$ cat config.mk
export PLATFORM = sky130hd
export DESIGN_NAME = serial_addsub
export DESIGN_NICKNAME = d
export VERILOG_FILES = /design/src/rtl/serial_addsub.sv
export SDC_FILE = /design/constraint.sdc
export NUM_CORES = 1
export LEC_CHECK = 0
export ABC_CLOCK_PERIOD_IN_PS = 2110
export BUFFER_PORTS_ARGS = -buffer_cell sky130_fd_sc_hd__buf_4
export CORE_MARGIN = 2
export CORE_UTILIZATION = 45
export CTS_CLUSTER_SIZE = 30
export DETAILED_ROUTE_END_ITERATION = 10
export GPL_TIMING_DRIVEN = 0
export PLACE_DENSITY = 0.77
export SETUP_SLACK_MARGIN = 0.02
export SYNTH_ARGS = -nofsm -noshare
export SYNTH_HDL_FRONTEND = slang
export SYNTH_SLANG_ARGS = --single-unit
$ cat constraint.sdc
create_clock -name clk -period 2.11 [get_ports clk]
set_input_delay 0.211 -clock clk [delete_from_list [all_inputs] [get_ports clk]]
set_output_delay 0.211 -clock clk [all_outputs]
set_load 0.01 [all_outputs]
$ cat src/rtl/serial_addsub.sv
// serial_addsub
//   Digit-serial adder/subtractor. A WIDTH-bit operand pair is consumed DIGIT
//   bits per clock, least significant digit first, through a single
//   registered carry. Start-to-done latency is WIDTH/DIGIT + 1 edges.
//
// Ports
//   clk        rising-edge clock
//   rst_n      asynchronous active-low reset (synchronous release expected)
//   start      operation request
//   ready      idle, start will be accepted on the next rising edge
//   a, b       operands, sampled on the accepting edge
//   sub        0 = a + b + cin, 1 = a - b - cin; sampled on the accepting edge
//   cin        carry-in (add) or extra borrow (subtract)
//   done       one-cycle pulse, sum/cout/ovf hold the new result
//   sum        result register
//   cout       carry out of the MSB (for subtract: 1 = no borrow)
//   ovf        two's-complement signed overflow
//   dbg_state  current FSM state (0 = IDLE, 1 = RUN, 2 = DONE)
//
// Handshake: an operation is accepted on a rising edge where start=1 and
// ready=1. start while ready=0 is dropped, not queued. Holding start high
// accepts a new operation in every IDLE cycle. done is high for exactly one
// cycle per accepted operation that is not aborted by reset.
module serial_addsub #(
  parameter int WIDTH = 16,
  parameter int DIGIT = 4
) (
  input  logic             clk,
  input  logic             rst_n,
  input  logic             start,
  output logic             ready,
  input  logic [WIDTH-1:0] a,
  input  logic [WIDTH-1:0] b,
  input  logic             sub,
  input  logic             cin,
  output logic             done,
  output logic [WIDTH-1:0] sum,
  output logic             cout,
  output logic             ovf,
  output logic [1:0]       dbg_state
);

  localparam int N  = (DIGIT > 0) ? (WIDTH / DIGIT) : 1;
  localparam int CW = (N > 1) ? $clog2(N) : 1;

  generate
    if (WIDTH < 1 || DIGIT < 1 || (WIDTH % DIGIT) != 0) begin : g_bad_params
      $fatal(1, "serial_addsub: WIDTH must be >= 1 and a multiple of DIGIT");
    end
  endgenerate

  typedef enum logic [1:0] {
    S_IDLE = 2'd0,
    S_RUN  = 2'd1,
    S_DONE = 2'd2
  } state_t;

  state_t state, state_nx;

  logic [WIDTH-1:0] a_sr;
  logic [WIDTH-1:0] b_sr;
  logic [WIDTH-1:0] psum;
  logic [WIDTH-1:0] psum_nx;
  logic             carry;
  logic [CW-1:0]    cnt;
  logic [DIGIT:0]   dsum;
  logic             c_msb;
  logic             last;

  // One digit of addition per cycle; dsum[DIGIT] is the carry to the next digit.
  assign dsum = {1'b0, a_sr[DIGIT-1:0]} + {1'b0, b_sr[DIGIT-1:0]}
              + {{DIGIT{1'b0}}, carry};

  // Carry into the top bit of the current digit, recovered from the sum bit.
  // Only meaningful on the last digit, where it is the carry into the MSB.
  assign c_msb = dsum[DIGIT-1] ^ a_sr[DIGIT-1] ^ b_sr[DIGIT-1];

  // New digit enters at the MSB end; after N cycles the LSB digit has
  // migrated to bit 0. Written as a shift so DIGIT == WIDTH needs no special case.
  assign psum_nx = WIDTH'({dsum[DIGIT-1:0], psum} >> DIGIT);

  assign last = (cnt == CW'(N - 1));

  always_ff @(posedge clk or negedge rst_n) begin
    if (!rst_n) state <= S_IDLE;
    else        state <= state_nx;
  end

  always_comb begin
    state_nx = state;
    case (state)
      S_IDLE:  if (start) state_nx = S_RUN;
      S_RUN:   if (last)  state_nx = S_DONE;
      S_DONE:  state_nx = S_IDLE;
      default: state_nx = S_IDLE;
    endcase
  end

  always_ff @(posedge clk or negedge rst_n) begin
    if (!rst_n) begin
      a_sr  <= '0;
      b_sr  <= '0;
      psum  <= '0;
      carry <= 1'b0;
      cnt   <= '0;
      sum   <= '0;
      cout  <= 1'b0;
      ovf   <= 1'b0;
    end else begin
      case (state)
        S_IDLE: begin
          if (start) begin
            a_sr  <= a;
            // Subtract as a + ~b + 1; a borrow-in (cin=1) cancels the +1.
            b_sr  <= sub ? ~b : b;
            carry <= cin ^ sub;
            cnt   <= '0;
          end
        end
        S_RUN: begin
          a_sr  <= a_sr >> DIGIT;
          b_sr  <= b_sr >> DIGIT;
          psum  <= psum_nx;
          carry <= dsum[DIGIT];
          cnt   <= cnt + 1'b1;
          if (last) begin
            sum  <= psum_nx;
            cout <= dsum[DIGIT];
            ovf  <= c_msb ^ dsum[DIGIT];
          end
        end
        default: ;
      endcase
    end
  end

  assign ready     = (state == S_IDLE);
  assign done      = (state == S_DONE);
  assign dbg_state = state;

endmodule

==> qor.txt, run 1 <==
status -> finished clean
Final Non-Filler Cells -> 461
worst-path maximum fanout -> 3
Worst Hold Class -> input port to flip-flop
Num Clock Sinks -> 67
CP Cell Sequence -> fa_1 -> inv_1 -> fa_1 -> nand2b_4 -> a21oi_4 -> xnor2_1 -> xnor2_1 -> o21ai_1
final worst path period share -> 0.904
synthesized net count -> 333
Flop pwr share -> 0.384
first-pass GRT wire length -> 11200 um
DP Cell Count -> 443
clock share of power -> 0.178
Worst Tran Pin Value -> 0.840 ns
startpoint types -> flip-flop
Top FF cell, synth -> dfrtp_1
count leader, synth -> dfrtp_1
minimum clock period -> 1.91 ns
Sw Pwr -> 2.15 mW
largest net degree at the start of global routing -> 68
DR pass1 iterations -> 4
post-synthesis sequential area ratio -> 0.530
DR vias -> 2336
I/O pin cnt -> 59
synth top area cells -> dfrtp_1, mux2_4, nand2_1
Core Area -> 0.00679 sq mm
max cap viols -> 0
Fin. Hold Viols -> 0
Synth-to-Final Area Change -> 24.6%
Final Net Count -> 403
GP Congestion -> 0.843
dominant cell type by area after synthesis -> dfrtp_1
htree depth -> 3
Root Buffer -> clkbuf_8
share of the synthesized area in the top cell type -> 0.530
leakage -> 1.92 nW
Fin Clk Skew -> 0.0104 ns
Sw Share -> 0.365
GR Util All Layers -> 0.190
layout cell share with drive strength beyond 1 -> 0.296
Max-slew headroom -> 0.440
Worst Setup End Kind -> flip-flop
die width -> 87.9 um
WP data required -> 2.35 ns
n_diodes -> 0
flops & latches, synth -> 67
hpwl dp -> 4690 um
ANT nets after route -> 0
Post-synth top cells -> dfrtp_1, nand2_1, o21ai_0
Site Rows -> 30
drt via density -> 5.07
PwrDens -> 1490 mW/mm^2
post-synthesis cell type count -> 29
fin worst setup slack -> 0.202 ns
die area -> 0.00772 sq mm
Syn Inst Count -> 290
residual DRC count -> 0
Starting Density -> 0.466
setup_tns -> 0 ns
RSZ-0062 raised after global routing -> false
crit path DAT -> 2.15 ns
vias in the first global route -> 2385
Worst path top cell family by delay -> adder cells
CTS tree -> yes
clock slew at reported path FFs -> 0.07 ns
Async SR Flop Fraction -> 1.00
Pins Over Slew Limit -> 0
Post-Syn Area -> 0.00317 sq mm
CP max-delay cell -> fa_1
Area after DPL -> 0.00371 sq mm
antenna violations before repair -> 0
CP Class -> flip-flop to flip-flop
Clock Tree Buf Depth -> 2
pre-CTS setup slack -> 0.111 ns
Post-Syn Area per Cell -> 10.9 sq um
Max stage delay on crit path -> 0.42 ns
final core occ -> 0.580
Worst Path Buf+Inv -> 1
cell internal pwr -> 3.74 mW
VDD IR max -> 0.681 mV
number of setup violations in the final report -> 0
PortBufs -> 57
Logic pwr share -> 0.438
Post-synth EDFFs -> 0
final instance area -> 0.00394 sq mm
1st-iter DRT viols -> 156
Overflow after GRT -> 0
total CTS buffers -> 9
Die Height -> 87.9 um
WL per Instance -> 14.4 um
Syn. warnings -> 0
Clock Latency Late Sink -> 0.35 ns
FILL cells -> 579
Max Freq -> 0.524 GHz
detailed-route wire length -> 6630 um
-- power by group through the flow --
stage | Clock (mW) | Sequential [mW] | Combinational (mW)
final | 1.05 | 2.26 | 2.58
after global routing | 1.13 | 2.34 | 2.93
after CTS | 1.07 | 2.27 | 2.51
after detailed placement | 0 | 2.29 | 2.50
after global placement | 0 | 2.26 | 2.42
after floorplan | 0 | 2.25 | 1.71
-- timing repair --
item / 4_1_cts / 5_1_grt
hold buffers: 1 / 0
resized for setup: 0 / 3
setup endpoints to repair: 0 / 1
endpoints found under the hold margin: 54 / 0
setup buffers: 0 / 1
-- state kept, by name, summed over array words and instances, names as in the netlist --
register	cells
dbg_state	2
carry	1
a_sr	16
psum	12
sum	16
ovf	1
cnt	2
cout	1
b_sr	16
-- cell families (layout without fill, tap and decap cells) --
family	after synthesis	after routing	share of synthesized area
flops	67	67	0.530
fa+ha+maj	6	6	0.0285
compound gates	81	81	0.165
buf+inv	25	100	0.0435
simple gates	75	75	0.110
xor+xnor	22	22	0.0609
mux	14	14	0.0628
-- worst register-to-register path: stages (launching register included) --
cell	delay (ns)
dfrtp_1	0.41
fa_1	0.22
inv_1	0.06
fa_1	0.42
nand2b_4	0.17
a21oi_4	0.18
xnor2_1	0.15
xnor2_1	0.13
o21ai_1	0.07
-- metrics by stage --
| step | power, mW | hold WS (ns) |
|---|---|---|
| 3_3_place_gp | 4.67 | 0.355 |
| 5_1_grt | 6.39 | 0.0741 |
| 3_5_place_dp | 4.79 | 0.364 |
| 6_report | 5.89 | 0.0762 |
| 2_1_floorplan | 3.96 | -0.0846 |
| 4_1_cts | 5.84 | 0.0718 |
-- final timing paths --
check	startpoint	slack (ns)	cells after the start	to
worst max-delay path	a_sr[0]	0.20	8	ovf
worst min-delay path	a[13]	0.08	2	a_sr[13]
worst max register to register	a_sr[0]	0.20	8	ovf
worst min register to register	psum[6]	0.48	2	psum[6]
max in group asynchronous	rst_n	1.06	2	b_sr[0]
min in group asynchronous	rst_n	0.49	2	sum[5]
-- routing by layer --
metal  track usage  routed length, um  up-vias
met2         0.302               3230       70
li1              -                  -     1133
met3        0.0547                390       13
met1         0.249               2910     1120
met5             0                  0        -
met4        0.0713                100        0
-- final cells by class --
class	count	area (sq um)	share of cell area
Buffer	20	119	0.0301
Clock buffer	11	141	0.0359
Clock inverter	5	52.6	0.0133
Inverter	5	18.8	0.00476
Multi-Input combinational cell	198	1370	0.347
Sequential cell	67	1680	0.425
Tap cell	96	120	0.0305
Timing Repair Buffer	59	445	0.113
-- layout by cell type (no fill, tap or decap), types with 10 or more instances in the layout --
cell and n:
xnor2_1 10, buf_2 11, nor2b_1 19, a21oi_1 17, xor2_1 12, buf_4 60
nand2_1 44, o21ai_0 24, a22oi_1 17, clkbuf_8 10, dfrtp_1 67, mux2_4 11
Power figures use the tool's default switching activity.
==> inputs of run 2 (changes only) <==
--- a/config.mk
+++ b/config.mk
@@ -12,6 +12,7 @@
 export CTS_CLUSTER_SIZE = 30
 export DETAILED_ROUTE_END_ITERATION = 10
 export GPL_TIMING_DRIVEN = 0
+export MAX_ROUTING_LAYER = met4
 export PLACE_DENSITY = 0.77
 export SETUP_SLACK_MARGIN = 0.02
 export SYNTH_ARGS = -nofsm -noshare
==> run 2 against run 1 <==
  * Non-clock buffer count did not move
  * Final area did not move
  * Routed wire length increased by 0.47%
  * First-iteration DRC count fell by 3.2%
  * Core utilization is the same
  * Combinational power about the same
  * Critical path type unchanged
  * Largest cell class unchanged
==> qor.txt, run 2 (synthesized netlist as in run 1, its figures left out) <==
CTS tree -> yes
Root Buffer -> clkbuf_8
leakage -> 1.92 nW
Fin Clk Skew -> 0.0101 ns
GR Util All Layers -> 0.196
Core Area -> 0.00679 sq mm
Synth-to-Final Area Change -> 24.6%
I/O pin cnt -> 59
Flop pwr share -> 0.384
clock slew at reported path FFs -> 0.07 ns
Pins Over Slew Limit -> 0
Worst Hold Class -> input port to flip-flop
Worst Setup End Kind -> flip-flop
GP Congestion -> 0.856
RSZ-0062 raised after global routing -> false
minimum clock period -> 1.91 ns
Top Registers -> a_sr x16, b_sr x16, sum x16
WP data required -> 2.35 ns
layout cell share with drive strength beyond 1 -> 0.296
WL per Instance -> 14.4 um
hpwl dp -> 4690 um
startpoint types -> flip-flop
number of setup violations in the final report -> 0
Starting Density -> 0.466
most frequent cells in the layout -> dfrtp_1, buf_4, nand2_1
die area -> 0.00772 sq mm
PwrDens -> 1490 mW/mm^2
Site Rows -> 30
first-pass GRT wire length -> 11200 um
status -> finished clean
vias in the first global route -> 2394
cell internal pwr -> 3.74 mW
Area after DPL -> 0.00371 sq mm
total CTS buffers -> 9
Final Net Count -> 403
largest net degree at the start of global routing -> 68
PortBufs -> 57
clock share of power -> 0.178
Worst Tran Pin Value -> 0.853 ns
n_diodes -> 0
DR vias -> 2338
detailed-route wire length -> 6660 um
Overflow after GRT -> 0
worst-path maximum fanout -> 3
final worst path period share -> 0.906
Fin. Hold Viols -> 0
Max-slew headroom -> 0.432
max cap viols -> 0
Max Freq -> 0.523 GHz
crit path DAT -> 2.15 ns
residual DRC count -> 0
Logic pwr share -> 0.438
antenna violations before repair -> 0
drt via density -> 5.07
DR pass1 iterations -> 4
VDD IR max -> 0.679 mV
Clock Tree Buf Depth -> 2
final instance area -> 0.00394 sq mm
Sw Pwr -> 2.15 mW
Fin Hold WS -> 0.0753 ns
htree depth -> 3
Clock Latency Late Sink -> 0.35 ns
1st-iter DRT viols -> 151
setup_tns -> 0 ns
ANT nets after route -> 0
CP Class -> flip-flop to flip-flop
Num Clock Sinks -> 67
die width -> 87.9 um
Die Height -> 87.9 um
commonest non-fill, non-tap cell in the layout -> dfrtp_1
Sw Share -> 0.365
==> run 2: area by class of cell <==
cell class | count | area [sq um]
fill | 579 | 2850
sequential | 67 | 1680
multi-input combinational | 198 | 1370
timing repair buffer | 59 | 445
clock buffer | 11 | 141
tap | 96 | 120
buffer | 20 | 119
clock inverter | 5 | 52.6
inverter | 5 | 18.8
==> run 2: repair_timing <==
action	4_1_cts	5_1_grt
resized for setup	0	3
hold endpoints to repair	54	0
hold buffers	1	0
setup buffers	0	1
setup endpoints to repair	0	1
==> run 2: worst paths after layout <==
path	startpoint	to	slack, ns	cells past startpoint
worst max-delay path	a_sr[0]	ovf	0.20	8
worst min-delay path	a[13]	a_sr[13]	0.08	2
worst max register to register	a_sr[0]	ovf	0.20	8
worst min register to register	psum[6]	psum[6]	0.47	2
max in group asynchronous	rst_n	a_sr[10]	1.04	2
min in group asynchronous	rst_n	sum[5]	0.49	2
==> run 2: metal layers <==
layer	wire length, um	GRT usage	share of wire
met1	2950	0.251	0.44
met2	3260	0.302	0.49
met3	342	0.0518	0.051
met4	99	0.0713	0.015
met5	0	-	0
==> run 2: per-stage QoR <==
stage | power, mW | instances | setup WS, ns | util
4_1_cts | 5.84 | 460 | 0.104 | 0.577
3_5_place_dp | 4.79 | 443 | 0.111 | 0.547
3_3_place_gp | 4.67 | 443 | 0.140 | 0.547
6_report | 5.89 | 461 | 0.198 | 0.580
5_1_grt | 6.39 | 461 | 0.0409 | 0.580
2_1_floorplan | 3.96 | 290 | 0.309 | -
==> run 2: power by group through the flow <==
stage | Clock [mW] | Combinational, mW | Sequential (mW)
floorplan | 0 | 1.71 | 2.25
global placement | 0 | 2.42 | 2.26
detailed placement | 0 | 2.50 | 2.29
CTS | 1.07 | 2.51 | 2.27
global route | 1.13 | 2.93 | 2.34
finish | 1.05 | 2.58 | 2.26
==> run 2: worst max-delay path, stage by stage (launching register included) <==
cell      delay (ns)
dfrtp_1         0.41
fa_1            0.22
inv_1           0.06
fa_1            0.42
nand2b_4        0.17
a21oi_4         0.18
xnor2_1         0.15
xnor2_1         0.13
o21ai_1         0.07
